--- src/rtl/iob_cache_fe_pkg.sv ---
// Entry layout for the pipelined IOb cache front-end: {is_ctrl, addr, wdata, wstrb}, MSB to LSB.
// Latency: n/a (types and constant helpers only); backpressure: n/a.
package iob_cache_fe_pkg;

  localparam int IOB_CACHE_SWREG_ADDR_W = 5;
  localparam int FE_WSTRB_LSB = 0;

  typedef enum logic {
    DST_DATA = 1'b0,
    DST_CTRL = 1'b1
  } fe_dst_e;

  function automatic int fe_addr_w(input int addr_w, input int use_ctrl);
    return addr_w - use_ctrl;
  endfunction

  function automatic int fe_entry_w(input int addr_w, input int data_w, input int use_ctrl);
    return 1 + fe_addr_w(addr_w, use_ctrl) + data_w + data_w / 8;
  endfunction

  function automatic int fe_wdata_lsb(input int data_w);
    return data_w / 8;
  endfunction

  function automatic int fe_addr_lsb(input int data_w);
    return data_w / 8 + data_w;
  endfunction

  function automatic int fe_ctrl_bit(input int addr_w, input int data_w, input int use_ctrl);
    return fe_addr_lsb(data_w) + fe_addr_w(addr_w, use_ctrl);
  endfunction

endpackage

--- src/rtl/iob_cache_fe_fifo.sv ---
// Generic synchronous FIFO with async active-high reset; head data is read straight from storage.
// Latency: push visible at head next cycle; backpressure: push ignored when full, pop ignored when empty.
module iob_cache_fe_fifo #(
  parameter int WIDTH = 8,
  parameter int DEPTH = 2,
  parameter int PTR_W = $clog2(DEPTH)
) (
  input  logic             clk_i,
  input  logic             arst_i,
  input  logic             push_i,
  input  logic [WIDTH-1:0] data_i,
  input  logic             pop_i,
  output logic [WIDTH-1:0] data_o,
  output logic             full_o,
  output logic             empty_o,
  output logic [PTR_W:0]   level_o
);

  logic [WIDTH-1:0] mem_q [DEPTH];
  logic [WIDTH-1:0] mem_d [DEPTH];
  logic [PTR_W-1:0] wptr_q, wptr_d;
  logic [PTR_W-1:0] rptr_q, rptr_d;
  logic [PTR_W:0]   cnt_q, cnt_d;
  logic             wr_en, rd_en;

  assign full_o  = (cnt_q == (PTR_W + 1)'(DEPTH));
  assign empty_o = (cnt_q == '0);
  assign level_o = cnt_q;
  assign data_o  = mem_q[rptr_q];
  assign wr_en   = push_i & ~full_o;
  assign rd_en   = pop_i & ~empty_o;

  // Power-of-two depth lets the pointers wrap by plain overflow.
  always_comb begin
    mem_d  = mem_q;
    wptr_d = wptr_q;
    rptr_d = rptr_q;
    cnt_d  = cnt_q;
    if (wr_en) begin
      mem_d[wptr_q] = data_i;
      wptr_d        = wptr_q + 1'b1;
    end
    if (rd_en) begin
      rptr_d = rptr_q + 1'b1;
    end
    case ({wr_en, rd_en})
      2'b10:   cnt_d = cnt_q + 1'b1;
      2'b01:   cnt_d = cnt_q - 1'b1;
      default: cnt_d = cnt_q;
    endcase
  end

  always_ff @(posedge clk_i or posedge arst_i) begin
    if (arst_i) begin
      mem_q  <= '{default: '0};
      wptr_q <= '0;
      rptr_q <= '0;
      cnt_q  <= '0;
    end else begin
      mem_q  <= mem_d;
      wptr_q <= wptr_d;
      rptr_q <= rptr_d;
      cnt_q  <= cnt_d;
    end
  end

endmodule

--- src/rtl/iob_cache_front_end_pipe.sv ---
// Pipelined IOb front-end: in-order request queue feeding cache data path or control block (IOB_CACHE_FE_PERF_EN adds a stall counter).
// Latency: accepted request issues next cycle, read data returned combinationally on ack; backpressure: iob_ready_o low while queue full.
module iob_cache_front_end_pipe
  import iob_cache_fe_pkg::*;
#(
  parameter int ADDR_W   = 32,
  parameter int DATA_W   = 32,
  parameter int USE_CTRL = 0,
  parameter int DEPTH    = 2,
  parameter int PTR_W    = $clog2(DEPTH)
) (
  input  logic                              clk_i,
  input  logic                              cke_i,
  input  logic                              arst_i,
  input  logic                              iob_avalid_i,
  input  logic [ADDR_W-1:0]                 iob_addr_i,
  input  logic [DATA_W-1:0]                 iob_wdata_i,
  input  logic [DATA_W/8-1:0]               iob_wstrb_i,
  output logic                              iob_ready_o,
  output logic                              iob_rvalid_o,
  output logic [DATA_W-1:0]                 iob_rdata_o,
  output logic                              data_req_o,
  output logic [ADDR_W-USE_CTRL-1:0]        data_addr_o,
  output logic [DATA_W-1:0]                 data_wdata_o,
  output logic [DATA_W/8-1:0]               data_wstrb_o,
  input  logic [DATA_W-1:0]                 data_rdata_i,
  input  logic                              data_ack_i,
  output logic                              ctrl_req_o,
  output logic [IOB_CACHE_SWREG_ADDR_W-1:0] ctrl_addr_o,
  input  logic [DATA_W-1:0]                 ctrl_rdata_i,
  input  logic                              ctrl_ack_i,
  output logic [PTR_W:0]                    level_o
`ifdef IOB_CACHE_FE_PERF_EN
  ,
  input  logic                              stall_clr_i,
  output logic [31:0]                       stall_cnt_o
`endif
);

  localparam int AW        = fe_addr_w(ADDR_W, USE_CTRL);
  localparam int SW        = DATA_W / 8;
  localparam int ENTRY_W   = fe_entry_w(ADDR_W, DATA_W, USE_CTRL);
  localparam int WDATA_LSB = fe_wdata_lsb(DATA_W);
  localparam int ADDR_LSB  = fe_addr_lsb(DATA_W);
  localparam int CTRL_BIT  = fe_ctrl_bit(ADDR_W, DATA_W, USE_CTRL);

  logic               in_is_ctrl;
  logic [ENTRY_W-1:0] in_entry;
  logic [ENTRY_W-1:0] head_entry;
  logic               fifo_full, fifo_empty;
  logic               push, pop;
  fe_dst_e            head_dst;
  logic [AW-1:0]      head_addr;
  logic [SW-1:0]      head_wstrb;

  generate
    if (USE_CTRL != 0) begin : g_ctrl_dec
      assign in_is_ctrl  = iob_addr_i[ADDR_W-1];
      assign ctrl_addr_o = head_addr[IOB_CACHE_SWREG_ADDR_W-1:0];
    end else begin : g_no_ctrl_dec
      assign in_is_ctrl  = 1'b0;
      assign ctrl_addr_o = '0;
    end
  endgenerate

  assign in_entry = {in_is_ctrl, iob_addr_i[AW-1:0], iob_wdata_i, iob_wstrb_i};

  iob_cache_fe_fifo #(
    .WIDTH (ENTRY_W),
    .DEPTH (DEPTH),
    .PTR_W (PTR_W)
  ) u_fifo (
    .clk_i   (clk_i),
    .arst_i  (arst_i),
    .push_i  (push),
    .data_i  (in_entry),
    .pop_i   (pop),
    .data_o  (head_entry),
    .full_o  (fifo_full),
    .empty_o (fifo_empty),
    .level_o (level_o)
  );

  assign head_addr  = head_entry[ADDR_LSB +: AW];
  assign head_wstrb = head_entry[FE_WSTRB_LSB +: SW];
  // The stored control bit is masked so a data-only build can never route to control.
  assign head_dst   = fe_dst_e'(head_entry[CTRL_BIT] & (USE_CTRL != 0));

  always_comb begin
    iob_ready_o  = ~fifo_full;
    data_req_o   = ~fifo_empty & (head_dst == DST_DATA);
    ctrl_req_o   = ~fifo_empty & (head_dst == DST_CTRL);
    data_addr_o  = head_addr;
    data_wdata_o = head_entry[WDATA_LSB +: DATA_W];
    data_wstrb_o = head_wstrb;
    push         = cke_i & iob_avalid_i & iob_ready_o;
    pop          = cke_i & ((data_ack_i & data_req_o) | (ctrl_ack_i & ctrl_req_o));
    iob_rvalid_o = pop & (head_wstrb == '0);
    iob_rdata_o  = (head_dst == DST_CTRL) ? ctrl_rdata_i : data_rdata_i;
  end

`ifdef IOB_CACHE_FE_PERF_EN
  logic [31:0] stall_cnt_q, stall_cnt_d;

  always_comb begin
    stall_cnt_d = stall_cnt_q;
    if (cke_i) begin
      if (stall_clr_i) begin
        stall_cnt_d = '0;
      end else if (iob_avalid_i & ~iob_ready_o & ~(&stall_cnt_q)) begin
        stall_cnt_d = stall_cnt_q + 32'd1;
      end
    end
  end

  always_ff @(posedge clk_i or posedge arst_i) begin
    if (arst_i) begin
      stall_cnt_q <= '0;
    end else begin
      stall_cnt_q <= stall_cnt_d;
    end
  end

  assign stall_cnt_o = stall_cnt_q;
`endif

endmodule

--- config.mk ---
export PLATFORM = sky130hd
export DESIGN_NAME = iob_cache_front_end_pipe
export DESIGN_NICKNAME = d
export VERILOG_FILES = /design/src/rtl/iob_cache_fe_pkg.sv /design/src/rtl/iob_cache_fe_fifo.sv /design/src/rtl/iob_cache_front_end_pipe.sv
export SDC_FILE = /design/constraint.sdc
export NUM_CORES = 1
export LEC_CHECK = 0
export CORE_UTILIZATION = 30
export DETAILED_ROUTE_END_ITERATION = 10
export SYNTH_ARGS = -nofsm -noshare
export SYNTH_HDL_FRONTEND = slang
export SYNTH_SLANG_ARGS = --single-unit
--- constraint.sdc ---
create_clock -name clk_i -period 6.6 [get_ports clk_i]
set_clock_uncertainty 0.2 [all_clocks]
set_input_delay 0.99 -clock clk_i [delete_from_list [all_inputs] [get_ports clk_i]]
set_output_delay 0.99 -clock clk_i [all_outputs]
set_load 0.01 [all_outputs]
==> flow_metrics.py <==
metrics = {
    "critical_path": {
        "crit_fanout": 69,
        "r2r_slack_ns": 3.90,
        "worst_setup_path_end_kind": "output port",
        "cp_slowest_cell": "dfrtp_4",
        "critical_path_arrival_ns": 3.08,
        "cp.required_ns": 5.41,
        "r2r_end": "u_fifo.mem_q[86]",
        "path_delay_family": "flip-flops",
        "setup.worst_path.class": "flop to output port",
        "r2r_cells": 4,
        "path_buf_inv": 1,
        "cp_slowest_stage_delay_ns": 1.09,
        "crit_chain": "mux2_2, or4_1, nor2_1, clkdlybuf4s50_1",
        "startpoint_type": "flop",
        "crit-reg2reg-launch": "u_fifo.level_o[0]",
    },
    "clocking": {
        "clockBufferDepth": 2,
        "cts_num_sinks": 140,
        "root_buffer": "clkbuf_16",
        "cts-htree-levels": 4,
        "cts_hold_buf": 0,
        "cts_setup_buffers": 0,
        "cts_tree": "yes",
        "cts_resized": 0,
        "cts_buffers": 17,
        "cts.clk_slew.worst_paths_ns": 0.06,
        "clock_latency_ns": 0.40,
    },
    "cells_and_area": {
        "drive_above_1_share_pct": 44.4,
        "area_growth_pct": 31.0,
        "layout_common_cells": "mux2_2 (184), clkdlybuf4s50_1 (145), dfrtp_1 (139)",
        "final_common_cell": "mux2_2",
        "instances_no_fill": 820,
        "diodes": 0,
        "fin_nets": 673,
    },
    "detailed_routing": {
        "wire_per_inst_um": 16.5,
        "firstDrtPassIters": 4,
        "vias": 3697,
        "drcViolationCount": 0,
        "drt-initial-drc-count": 38,
        "ant_nets": 0,
        "routed_wl_um": 13500,
        "avgViaCountPerCell": 4.51,
    },
    "sta": {
        "setup_tns_ns": 0,
        "fmax_mhz": 234,
        "tightest_slew_ns": 1.02,
        "rsz0062_at_grt": "false",
        "slew_headroom_pct": 31.9,
        "setup_viol": 0,
        "finalHoldViolCount": 0,
        "finalMaxSlewViolations": 0,
        "finalCritPeriodShare_pct": 64.7,
        "min_period_ns": 4.27,
    },
    "floorplanning": {
        "io_pins": 249,
        "die-area_mm2": 0.0221,
        "die_y_um": 149,
        "start_util_pct": 30.7,
        "core_mm2": 0.0211,
        "rows": 53,
        "die_x_um": 149,
    },
    "placed_design": {
        "place_inst": 790,
        "io_buffers": 145,
        "place_congestion": 0.657,
        "place.detailed.hpwl_um": 8680,
    },
    "worst_hold_path": {
        "hp-class": "flop to flop",
        "hold_path_depth": 1,
        "holdCritStartpoint": "u_fifo.mem_q[8]",
        "hold_end": "u_fifo.mem_q[8]",
    },
    "power": {
        "p_comb_share_pct": 43.1,
        "leakage_uw": 0.00350,
        "cellPowerDensity_mw_per_mm2": 533,
        "p_total_uw": 4520,
        "internal-power_uw": 3220,
        "pwr-share-seq_pct": 35.5,
        "peakVddDrop_mv": 0.453,
        "switching_power_uw": 1300,
        "sw_frac_of_total_pct": 28.7,
        "p_clk_share_pct": 21.5,
    },
    "yosys": {
        "synth_top_cell_by_area": "dfrtp_1",
        "avgSynthCellArea_um2": 15.3,
        "ys_seq_area_share_pct": 54.2,
        "syn_area_mm2": 0.00646,
        "yosys.area.top_type_share_pct": 54.2,
        "ys_seq_elements": 140,
        "ys_types": 21,
        "synth.area.top_cells": "dfrtp_1 (54%), mux2_2 (32%), buf_4 (4.9%), mux2_4 (4.6%), buf_2 (0.77%)",
        "syn_inst": 423,
        "ys_warn_count": 0,
    },
    "grt": {
        "grt_max_degree": 74,
        "overflow": 0,
        "grt_usage_pct": 13.0,
        "grt_pass1_vias": 4231,
        "grt_pass1_wl_um": 22200,
        "grt_antenna_before_repair": 0,
    },
    "job": {
        "cap_viol_max_count": 0,
    },
    "run_status": {
        "status": "completed",
    },
}
==> synth_stat cells (all sizes together) <==
cell	instances
ha	1
dfrtp	140
nor2	2
and4b	1
nand2b	1
buf	58
o211ai	1
conb	1
xor2	1
xnor2	4
or2	1
inv	2
or4	1
mux2	204
nand4	1
nand3	1
clkbuf	3
==> state kept, by name (all words and copies together) (netlist names) <==
register	cells
u_fifo.rptr_q	1
u_fifo.mem_q	136
u_fifo.wptr_q	1
u_fifo.level_o	2
==> how the worst max path moves through the flow <==
stage                   endpoint  cells after the start     startpoint
3_5_place_dp        iob_rvalid_o                      5          cke_i
2_1_floorplan  u_fifo.level_o[0]                      1         arst_i
6_report            iob_rvalid_o                      4  u_fifo.rptr_q
3_3_place_gp        iob_rvalid_o                      5          cke_i
4_1_cts             iob_rvalid_o                      4  u_fifo.rptr_q
5_1_grt             iob_rvalid_o                      4  u_fifo.rptr_q
==> metal layers <==
layer  vias up  wire length, µm  part of all wire, %  global-route usage, %
met4         0              100                 0.74                   3.01
met2       103             6750                   50                   22.3
met3        11              757                  5.6                   3.79
met1      1918             5920                   44                   16.0
li1       1665                -                    -                      -
met5         -                0                    0                      0
==> cell families after synthesis <==
logic type,Yosys count,synth area share [%]
AO/OA/AOI/OAI,1,0.116
XOR/XNOR,5,0.677
adder cells (fa/ha/maj),1,0.194
buffers and inverters,63,7.10
flip-flops,140,54.2
multiplexers,204,36.7
other,1,0.0580
AND/OR/NAND/NOR,8,0.968
==> worst reg2reg max path, stage by stage (launching register included) <==
cell and delay [ns]:
dfrtp_1 0.45, nand2b_4 0.20, and4b_4 0.79, buf_4 0.55, mux2_2 0.40
==> through the flow <==
stage | utilization [%] | area [µm²] | hold slack [ns] | worst slack [ns]
floorplan | - | 6480 | 0.274 | 1.66
global placement | 37.3 | 7870 | 0.281 | 2.47
detailed placement | 37.3 | 7870 | 0.287 | 2.49
CTS | 40.2 | 8470 | 0.301 | 2.26
global route | 40.2 | 8470 | 0.317 | 2.17
finish | 40.2 | 8470 | 0.298 | 2.33
==> power by group through the flow <==
stage | registers (µW) | clock network [µW] | logic, µW
after CTS | 1610 | 1010 | 1980
final | 1600 | 971 | 1950
after floorplan | 1460 | 0 | 1250
after global routing | 1680 | 1050 | 2090
after global placement | 1580 | 0 | 1940
after detailed placement | 1620 | 0 | 1970
==> cell type report <==
cell class	count	area, µm²
Sequential cell	140	3510
Multi-Input combinational cell	225	2530
Timing Repair Buffer	148	1470
Fill cell	1971	12600
Tap cell	275	344
Clock inverter	10	140
Inverter	2	12.5
Clock buffer	20	457
Note: power is estimated with default switching activity, not from simulation.
